`config.mk`:
```
export PLATFORM = sky130hd
export DESIGN_NAME = sat_add_pipe
export DESIGN_NICKNAME = d
export VERILOG_FILES = /design/src/rtl/sat_add_pipe.sv
export SDC_FILE = /design/constraint.sdc
export NUM_CORES = 1
export LEC_CHECK = 0
export BUFFER_PORTS_ARGS = -buffer_cell sky130_fd_sc_hd__buf_2
export CAP_MARGIN = 20
export CORE_MARGIN = 3
export CORE_UTILIZATION = 45
export DETAILED_ROUTE_END_ITERATION = 12
export MAX_ROUTING_LAYER = met4
export PLACE_DENSITY = 0.71
export SYNTH_ARGS = -nofsm -noshare
export SYNTH_HDL_FRONTEND = slang
export SYNTH_SLANG_ARGS = --single-unit
```
`constraint.sdc`:
```
create_clock -name CLK -period 2.6 [get_ports CLK]
set_clock_uncertainty 0.2 [all_clocks]
set_input_delay 0.39 -clock CLK [delete_from_list [all_inputs] [get_ports CLK]]
set_output_delay 0.39 -clock CLK [all_outputs]
set_load 0.03 [all_outputs]
```
`src/rtl/sat_add_pipe.sv`:
```
// Saturating signed adder with a one-entry valid/ready output stage, an
// accumulator feedback path and a sticky overflow event counter.
// Optional subtract mode is enabled by defining SAT_ADD_SUB_EN (adds port 'sub').
module sat_add_pipe #(
  parameter int WIDTH = 4,
  parameter int CNT_W = 8
) (
  input  logic             CLK,
  input  logic             RST,
  input  logic             in_valid,
  output logic             in_ready,
  input  logic [WIDTH-1:0] a,
  input  logic [WIDTH-1:0] b,
  input  logic             Cin,
  input  logic             acc,
  input  logic             clr,
`ifdef SAT_ADD_SUB_EN
  input  logic             sub,
`endif
  output logic             out_valid,
  input  logic             out_ready,
  output logic [WIDTH-1:0] Result,
  output logic             Cout,
  output logic             ovf,
  output logic [CNT_W-1:0] ovf_cnt
);

  typedef enum logic {EMPTY, FULL} state_t;

  state_t           state;
  state_t           state_next;
  logic [WIDTH-1:0] acc_reg;
  logic [WIDTH-1:0] op_a;
  logic [WIDTH-1:0] b_eff;
  logic             cin_eff;
  logic [WIDTH-1:0] low_sum;
  logic [WIDTH:0]   full_sum;
  logic             carry_msb;
  logic             sum_ovf;
  logic [WIDTH-1:0] sat_sum;
  logic             transfer;

  localparam logic [WIDTH-1:0] MAX_POS = {1'b0, {(WIDTH-1){1'b1}}};
  localparam logic [WIDTH-1:0] MIN_NEG = {1'b1, {(WIDTH-1){1'b0}}};

  // Subtraction is done as opA + ~b + 1 so one adder and one overflow rule serve both modes.
  always_comb begin
    op_a    = acc ? acc_reg : a;
    b_eff   = b;
    cin_eff = Cin;
`ifdef SAT_ADD_SUB_EN
    if (sub) begin
      b_eff   = ~b;
      cin_eff = 1'b1;
    end
`endif
  end

  always_comb begin
    low_sum   = {1'b0, op_a[WIDTH-2:0]} + {1'b0, b_eff[WIDTH-2:0]} + {{(WIDTH-1){1'b0}}, cin_eff};
    full_sum  = {1'b0, op_a} + {1'b0, b_eff} + {{WIDTH{1'b0}}, cin_eff};
    carry_msb = low_sum[WIDTH-1];
    sum_ovf   = carry_msb ^ full_sum[WIDTH];
    if (sum_ovf)
      sat_sum = op_a[WIDTH-1] ? MIN_NEG : MAX_POS;
    else
      sat_sum = full_sum[WIDTH-1:0];
  end

  assign out_valid = (state == FULL);
  assign in_ready  = !out_valid || out_ready;
  assign transfer  = in_valid && in_ready;

  always_comb begin
    state_next = state;
    if (transfer)
      state_next = FULL;
    else if (out_ready)
      state_next = EMPTY;
  end

  always_ff @(posedge CLK) begin
    if (RST)
      state <= EMPTY;
    else
      state <= state_next;
  end

  // Output registers only move on a transfer, so a stalled beat stays stable.
  always_ff @(posedge CLK) begin
    if (RST) begin
      Result <= '0;
      Cout   <= 1'b0;
      ovf    <= 1'b0;
    end else if (transfer) begin
      Result <= sat_sum;
      Cout   <= full_sum[WIDTH];
      ovf    <= sum_ovf;
    end
  end

  always_ff @(posedge CLK) begin
    if (RST)
      acc_reg <= '0;
    else if (clr)
      acc_reg <= '0;
    else if (transfer)
      acc_reg <= sat_sum;
  end

  always_ff @(posedge CLK) begin
    if (RST)
      ovf_cnt <= '0;
    else if (transfer && sum_ovf && (ovf_cnt != {CNT_W{1'b1}}))
      ovf_cnt <= ovf_cnt + CNT_W'(1);
  end

endmodule

```
==> impl_metrics.yaml, run 1 <==
outcome:
  status: "complete, no violations"
timing:
  setup_viol: 0
  holdWs_ns: 0.0463
  finalCritPeriodShare_pct: 97.3
  fmax_mhz: 395
  hold_viol: 0
  slew_viol_final: 0
  slew_headroom_pct: 69.9
  period_needed_ns: 2.53
  tightest_slew_ns: 0.451
floorplan:
  die_x_um: 54.4
  dieArea_sq_um: 2960
  start_util_pct: 50.7
  rows: 16
  dieHeight_um: 54.4
  core_sq_um: 2080
  ioPinCount: 31
logic_synthesis:
  yosysMostFrequentCell: "dfxtp_1"
  synth_edf_count: 0
  syn_area_per_cell_sq_um: 8.79
  ys_seq_area_share_pct: 36.1
  synth_top_area_share_pct: 36.1
  yosysTopAreaCell: "dfxtp_1"
  ys_warn_count: 0
  netlist_top_cells_count: "19 x dfxtp_1, 11 x a21oi_1, 8 x nand2_1"
  syn-instance-count: 120
  synth_ff_type: "dfxtp_1"
  synthArstFlopShare_pct: 0
  synth.distinct_cells: 34
  synth_area_leaders: "dfxtp_1 36%, a21oi_1 5.2%, ha_1 4.7%"
  syn_nets: 141
  ys_ff_latch: 19
  syn-cell-area_sq_um: 1050
power:
  power.density_nw_per_um2: 534
  ir_drop_uv: 322
  p_leak_nw: 0.586
setup_path:
  endpoint_kind: "flip-flop"
  cp.arrival_ns: 2.55
  critPathRequiredTime_ns: 2.62
  crit_fanout: 4
  worst-setup-path-type: "flip-flop to flip-flop"
  start_kind: "flip-flop"
global_routing:
  antenna_found_initial: 0
  grt_pass1_wl_mm: 3.93
  grt_pass1_vias: 977
  grt_remaining_overflow: 0
  grt_max_degree: 20
  grt_usage_pct: 18.7
clock_tree:
  ctsHoldBuffers: 0
  cts_num_sinks: 19
  cts-root-buf: "clkbuf_4"
  cts_setup_buffers: 0
  insertion_delay_ns: 0.31
  htreeDepth: 1
  cts_buffers: 3
  clk_pin_slew_worst_paths_ns: 0.12
  cts_tree: "built"
  cts_buffer_depth: 2
final_layout:
  finish.utilization_pct: 66.5
  nets: 181
  drive_gt1_share_pct: 37.1
  fillCellCount: 176
  largest_reg_flops: 8
  n_antenna_cell: 0
  syn2layout_area_growth_pct: 31.2
route:
  dr.pass1.iters: 4
  via_per_inst: 5.72
  drt_iter0_drc: 24
  post_drt_wl_per_cell_um: 13.7
  ant_nets: 0
  vias: 1064
  drc: 0
  wirelength_mm: 2.54
placement:
  hpwl_mm: 1.86
  io_buffers: 30
  finalWeightedCongestion: 0.832
hold_path:
  min_path_type: "primary input to flip-flop"
flow_run:
  cap_violations: 0
==> worst paths after layout <==
kind	depth (start not counted)	endpoint	slack, ns	from
worst max-delay path	8	acc_reg[3]$_SDFFE_PP0P_	0.07	acc_reg[2]$_SDFFE_PP0P_
worst min-delay path	2	acc_reg[3]$_SDFFE_PP0P_	0.05	clr
worst max register to register	8	acc_reg[3]$_SDFFE_PP0P_	0.07	acc_reg[2]$_SDFFE_PP0P_
worst min register to register	2	acc_reg[3]$_SDFFE_PP0P_	0.29	acc_reg[3]$_SDFFE_PP0P_
==> placed cells by master (no fill, tap or decap), types with 3 or more instances in the layout <==
cell      synthesis  routed
dfxtp_1          19      18
a31oi_1           3       3
buf_2             0      30
a211oi_1          4       4
mux2i_1           4       4
buf_4             1       8
nor3_1            5       5
o21ai_0           4       4
nand2b_1          3       3
ha_1              4       4
nor2_1            7       7
or4_1             4       4
o31ai_1           5       5
nand3b_1          3       3
nand2_1           8       8
nand3_1           4       3
clkbuf_4          0       3
a21oi_1          11      10
inv_1             6       6
==> layer usage <==
layer	track usage, %	wire length (um)	vias up
met5	-	0	-
met4	7.88	36	0
met3	3.54	163	6
met2	30.9	1250	40
met1	22.1	1100	500
li1	-	-	518
==> repair_timing <==
action / in CTS / in global routing
pin swaps: 0 / 3
setup endpoints to repair: 3 / 9
cloned: 0 / 1
endpoints found under the hold margin: 0 / 0
resized for setup: 1 / 9
==> area by class of cell <==
| cell class | instances | area, sq um | area share (%) |
|---|---|---|---|
| Multi-Input combinational cell | 91 | 694 | 50.2 |
| Inverter | 6 | 22.5 | 1.63 |
| Timing Repair Buffer | 39 | 221 | 16.0 |
| Tap cell | 27 | 33.8 | 2.44 |
| Sequential cell | 19 | 382 | 27.6 |
| Clock inverter | 1 | 7.51 | 0.542 |
| Clock buffer | 3 | 22.5 | 1.63 |
==> through the flow <==
step / power, W / instances / TNS (ns) / instance area [sq um] / worst slack [ns]
after floorplan: 0.000476 / 120 / 0 / 1050 / 0.157
after global placement: 0.000540 / 181 / -1.68 / 1280 / -0.159
after detailed placement: 0.000546 / 181 / -3.26 / 1280 / -0.267
after CTS: 0.000710 / 185 / 0 / 1330 / 0.0747
after global routing: 0.000781 / 186 / -0.0279 / 1380 / -0.0264
final: 0.000740 / 186 / 0 / 1380 / 0.0690
==> power by group <==
group	internal (W)	total [W]	leakage (nW)	switching [W]
Combinational	0.000106	0.000257	0.416	0.000151
Clock	0.0000586	0.000161	0.0139	0.000102
Sequential	0.000310	0.000322	0.156	0.0000118
Total	0.000475	0.000740	0.586	0.000265
==> kinds of logic after synthesis <==
group,Yosys count,synth area share [%]
AND/OR/NAND/NOR,45,24.0
AO/OA/AOI/OAI,30,18.0
flip-flops,19,36.1
buffers and inverters,11,4.27
multiplexers,6,5.93
adder cells (fa/ha/maj),6,8.54
XOR/XNOR,3,3.20
==> critical path: stages (launching register included) <==
cell      delay [ns]
dfxtp_1         0.34
mux2_2          0.26
ha_1            0.37
nand3b_1        0.12
nand2_2         0.21
buf_4           0.19
nand2_1         0.06
a2111o_1        0.43
a311oi_1        0.27
Power figures use the tool's default switching activity.
==> run 2, diff against run 1 <==
- CTS_BUF_LIST: not set -> sky130_fd_sc_hd__clkbuf_16
==> run 2 against run 1 <==
Final area is 1.8% higher. Sequential share of layout area fell by 0.49 points. Utilization increased by 1.2 points. Fmax up 0.45%. Combinational power decreased by 7%. Flip-flop and latch count unchanged. Hold slack improved by 0.064 ns. Sequential power barely moved. Highest routed layer unchanged.
==> impl_metrics.yaml, run 2 (synthesized netlist as in run 1, its figures left out) <==
clock_tree:
  clk_pin_slew_worst_paths_ns: 0.06
  insertion_delay_ns: 0.25
  cts_tree: "built"
  ctsHoldBuffers: 0
  cts-root-buf: "clkbuf_16"
  cts_setup_buffers: 0
  cts_buffers: 3
  htreeDepth: 1
  cts_buffer_depth: 2
  cts_num_sinks: 19
route:
  drc: 0
  via_per_inst: 5.66
  post_drt_wl_per_cell_um: 13.6
  drt_iter0_drc: 25
  wirelength_mm: 2.52
  ant_nets: 0
  vias: 1048
  dr.pass1.iters: 4
final_layout:
  drive_gt1_share_pct: 37.3
  fillCellCount: 167
  largest_reg_flops: 8
  n_antenna_cell: 0
  final_cell_mix: "30 x buf_2, 18 x dfxtp_1, 10 x a21oi_1"
  fin_area_sq_um: 1410
  finish.utilization_pct: 67.7
  nets: 180
  final_common_cell: "buf_2"
  syn2layout_area_growth_pct: 33.6
  stdcell_count: 185
global_routing:
  grt_max_degree: 20
  grt_pass1_wl_mm: 4.02
  grt_remaining_overflow: 0
  grt_pass1_vias: 958
  antenna_found_initial: 0
  grt_usage_pct: 19.0
power:
  ir_drop_uv: 415
  report.power.total_w: 0.000886
  p_leak_nw: 0.599
  power.density_nw_per_um2: 629
setup_path:
  endpoint_kind: "flip-flop"
  critPathRequiredTime_ns: 2.56
  start_kind: "primary input"
  worst-setup-path-type: "primary input to flip-flop"
  r2r_cells: 10
  r2r-end: "acc_reg[3]$_SDFFE_PP0P_"
  cp.arrival_ns: 2.48
  crit_fanout: 4
  rrSetupSlack_ns: 0.11
  r2r_start: "acc_reg[0]$_SDFFE_PP0P_"
timing:
  fmax_mhz: 397
  setup_viol: 0
  period_needed_ns: 2.52
  tightest_slew_ns: 0.443
  tns_ns: 0
  slew_viol_final: 0
  hold_viol: 0
  finalCritPeriodShare_pct: 96.9
  slew_headroom_pct: 70.4
  grt_setup_unrepaired: "no"
hold_path:
  hp-start: "clr"
  min_path_type: "primary input to flip-flop"
  holdPathStages: 2
  worstHoldEndpoint: "acc_reg[3]$_SDFFE_PP0P_"
placement:
  dpl.cell_count: 181
  place_area_sq_um: 1280
  hpwl_mm: 1.86
  io_buffers: 30
  finalWeightedCongestion: 0.832
floorplan:
  core_sq_um: 2080
  die_x_um: 54.4
  dieArea_sq_um: 2960
  ioPinCount: 31
  rows: 16
  start_util_pct: 50.7
  dieHeight_um: 54.4
flow_run:
  cap_violations: 0
outcome:
  status: "complete, no violations"
==> run 2: worst max-delay path by stage <==
stage | end | depth (start not counted) | slack [ns] | from
6_report | acc_reg[3]$_SDFFE_PP0P_ | 11 | 0.08 | acc
5_1_grt | ovf_cnt[5]$_SDFFE_PP0P_ | 10 | 0.003 | acc
2_1_floorplan | ovf_cnt[7]$_SDFFE_PP0P_ | 9 | 0.16 | acc
3_3_place_gp | acc_reg[2]$_SDFFE_PP0P_ | 10 | -0.16 | acc
4_1_cts | ovf_cnt[5]$_SDFFE_PP0P_ | 10 | 0.08 | acc
3_5_place_dp | Result[0]$_SDFFE_PP0P_ | 10 | -0.27 | acc
==> run 2: routing by layer <==
metal / vias to the layer above / share of wire (%) / track usage [%]
met2: 32 / 50 / 32.1
met3: 4 / 6.0 / 3.27
li1: 515 / - / -
met4: 0 / 0.63 / 5.81
met1: 497 / 43 / 22.9
met5: - / 0 / -
==> run 2: power by group <==
part | internal [W] | leakage (nW) | total [W] | switching, W
logic | 0.0000962 | 0.406 | 0.000240 | 0.000144
registers | 0.000310 | 0.156 | 0.000322 | 0.0000121
clock network | 0.000208 | 0.0371 | 0.000323 | 0.000116
total | 0.000614 | 0.599 | 0.000886 | 0.000271
==> run 2: area by class of cell <==
class,count,area [sq um],area share [%]
Timing Repair Buffer,39,221,15.7
Tap cell,27,33.8,2.40
Inverter,6,22.5,1.60
Multi-Input combinational cell,90,667,47.3
Clock inverter,1,7.51,0.533
Sequential cell,19,382,27.1
Clock buffer,3,75.1,5.33
==> run 2: critical path, stage by stage <==
cell and delay (ns):
buf_2 0.13, mux2i_2 0.16, fa_1 0.37, inv_1 0.08, fa_2 0.20, nand3_1 0.09
nand2_2 0.14, buf_6 0.14, nand2_1 0.07, a2111o_1 0.43, a311oi_1 0.27
==> run 2: timing repair <==
action                                  in CTS  in global routing
hold endpoints to repair                     0                  0
endpoints found under the setup margin       3                 10
pin swaps                                    0                  2
resized for setup                            1                  8
==> run 2: per-stage QoR <==
step	hold slack (ns)	worst slack, ns
after floorplan	0.238	0.157
after global placement	0.273	-0.159
after detailed placement	0.277	-0.267
after CTS	0.113	0.0778
after global routing	0.113	0.00349
final	0.110	0.0804
==> run 3, diff against run 2 <==
- ABC_AREA: not set -> 1
- PLACE_DENSITY: 0.71 -> 0.7
==> run 3 against run 2 <==
Via count rose by 9.4%. Sequential share of layout area fell by 0.70 points. Final area rose by 2.3%. Non-clock buffer count fell by 9. Power rose by 0.47%. Combinational power rose by 3%. Fmax rose by 9.7%. Critical path depth rose by 2. Synthesized cell count rose by 46%. Wire length rose by 0.79%. Critical path type unchanged.
==> impl_metrics.yaml, run 3 <==
power:
  p_leak_nw: 0.755
  power.density_nw_per_um2: 617
  report.power.total_w: 0.000890
  ir_drop_uv: 603
final_layout:
  n_antenna_cell: 0
  largest_reg_flops: 8
  nets: 227
  final_common_cell: "nand2_1"
  drive_gt1_share_pct: 26.3
  fillCellCount: 245
  syn2layout_area_growth_pct: 20.1
  final_cell_mix: "49 x nand2_1, 30 x buf_2, 25 x inv_1"
timing:
  fmax_mhz: 435
  hold_viol: 0
  slew_headroom_pct: 71.0
  period_needed_ns: 2.30
  setup_viol: 0
  tightest_slew_ns: 0.434
  slew_viol_final: 0
  finalCritPeriodShare_pct: 88.4
  tns_ns: 0
  grt_setup_unrepaired: "no"
route:
  drc: 0
  vias: 1146
  drt_iter0_drc: 37
  wirelength_mm: 2.54
  ant_nets: 0
  via_per_inst: 4.88
  post_drt_wl_per_cell_um: 10.8
  dr.pass1.iters: 4
logic_synthesis:
  synth.distinct_cells: 25
  ys_warn_count: 0
  yosysMostFrequentCell: "nand2_1"
  netlist_top_cells_count: "49 x nand2_1, 25 x inv_1, 19 x dfxtp_1"
  synth_edf_count: 0
  syn_nets: 196
  syn_area_per_cell_sq_um: 6.86
  synth_ff_type: "dfxtp_1"
  ys_ff_latch: 19
  ys_seq_area_share_pct: 31.7
  synth_top_area_share_pct: 31.7
  syn-cell-area_sq_um: 1200
  synthArstFlopShare_pct: 0
  synth_area_leaders: "dfxtp_1 32%, nand2_1 15%, inv_1 7.8%"
  syn-instance-count: 175
  yosysTopAreaCell: "dfxtp_1"
global_routing:
  met3_usage_pct: 4.68
  met1_usage_pct: 19.5
  grt_max_degree: 13
  grt_pass1_wl_mm: 4.27
  grt-busiest-layer: "met2"
  grt_remaining_overflow: 0
  grt_pass1_vias: 1065
  grt_usage_pct: 17.1
  grtUsageMet2_pct: 28.4
  antenna_found_initial: 0
floorplan:
  die_x_um: 57.6
  dieArea_sq_um: 3320
  ioPinCount: 31
  core_sq_um: 2500
  start_util_pct: 48.0
  rows: 18
  dieHeight_um: 57.6
flow_run:
  cap_violations: 0
clock_tree:
  cts_setup_buffers: 0
  cts-root-buf: "clkbuf_16"
  cts_tree: "built"
  cts_num_sinks: 19
  ctsHoldBuffers: 0
  htreeDepth: 1
  cts_buffer_depth: 2
  insertion_delay_ns: 0.25
  ctsResizeCount: 0
  cts_buffers: 3
  clk_pin_slew_worst_paths_ns: 0.05
setup_path:
  worst-setup-path-type: "primary input to flip-flop"
  crit_fanout: 7
  r2r_cells: 12
  start_kind: "primary input"
  r2r_start: "acc_reg[0]$_SDFFE_PP0P_"
  r2r-end: "ovf_cnt[2]$_SDFFE_PP0P_"
  endpoint_kind: "flip-flop"
  cp.arrival_ns: 2.25
  critPathRequiredTime_ns: 2.55
  rrSetupSlack_ns: 0.33
placement:
  finalWeightedCongestion: 0.829
  hpwl_mm: 1.99
  io_buffers: 30
hold_path:
  min_path_type: "primary input to flip-flop"
  hp-start: "out_ready"
  worstHoldEndpoint: "out_valid$_SDFFE_PP0P_"
  holdPathStages: 4
outcome:
  status: "complete, no violations"
==> run 3: cell count changes in the layout (fill, tap and decap cells not counted), sizes merged, moves of 4 or more <==
cell	previous run	this run
a211oi	4	0
buf	39	30
inv	6	25
nand2	11	59
nand2b	4	0
nand3	4	17
nor2	7	21
nor3	6	2
o31ai	5	0
or4	4	0
==> run 3: worst max-delay path, stage by stage <==
cell and delay, ns:
buf_2 0.13, mux2i_1 0.22, fa_1 0.23, inv_1 0.07
fa_1 0.42, nand2_1 0.09, nand2_1 0.06, nand2_2 0.09
nand2_2 0.10, nand2_4 0.12, nand3_4 0.11, o21bai_1 0.15
nor2_1 0.05
==> run 3: cells by family (layout without fill, tap and decap cells) <==
kind of cell / after synthesis / count (layout) / share of synthesized area [%]
buffers and inverters: 29 / 59 / 10.0
flip-flops: 19 / 19 / 31.7
AO/OA/AOI/OAI: 17 / 17 / 7.61
multiplexers: 3 / 3 / 2.71
adder cells (fa/ha/maj): 6 / 6 / 7.51
XOR/XNOR: 1 / 1 / 0.730
AND/OR/NAND/NOR: 100 / 100 / 39.7
==> run 3: final cells by class <==
| class | count | area, sq um | share of cell area (%) |
|---|---|---|---|
| multi-input cells | 127 | 699 | 48.5 |
| flip-flops and latches | 19 | 380 | 26.4 |
| repair buffers | 30 | 150 | 10.4 |
| inverters | 25 | 93.8 | 6.51 |
| clock buffers | 3 | 75.1 | 5.21 |
| well taps | 30 | 37.5 | 2.60 |
| clock inverters | 1 | 5.00 | 0.347 |
==> run 3: routing by layer <==
| metal | wire [um] | share of wire [%] | up-vias |
|---|---|---|---|
| met4 | 34 | 1.3 | 0 |
| met2 | 1220 | 48 | 24 |
| met3 | 123 | 4.8 | 4 |
| met1 | 1160 | 46 | 512 |
| li1 | - | - | 606 |
| met5 | 0 | 0 | - |
==> run 3: worst max-delay path by stage <==
stage	start	end
final	acc	ovf_cnt[2]$_SDFFE_PP0P_
after global routing	acc_reg[0]$_SDFFE_PP0P_	ovf_cnt[2]$_SDFFE_PP0P_
after CTS	acc	ovf_cnt[2]$_SDFFE_PP0P_
after detailed placement	acc	ovf_cnt[2]$_SDFFE_PP0P_
after global placement	acc	ovf_cnt[2]$_SDFFE_PP0P_
after floorplan	acc	ovf_cnt[3]$_SDFFE_PP0P_
==> run 3: through the flow <==
stage | cells | setup WS [ns] | instance area, sq um | utilization, % | hold WS, ns
2_1_floorplan | 175 | 0.354 | 1200 | - | 0.239
6_report | 235 | 0.302 | 1440 | 57.7 | 0.210
3_5_place_dp | 231 | 0.0263 | 1360 | 54.5 | 0.259
3_3_place_gp | 231 | 0.0942 | 1360 | 54.5 | 0.251
4_1_cts | 235 | 0.288 | 1440 | 57.7 | 0.210
5_1_grt | 235 | 0.104 | 1440 | 57.7 | 0.217
==> run 3: power by group <==
part	total [W]	switching [W]	internal, W
sequential	0.000326	0.0000131	0.000313
combinational	0.000247	0.000163	0.0000839
clock	0.000317	0.000110	0.000206
total	0.000890	0.000287	0.000603
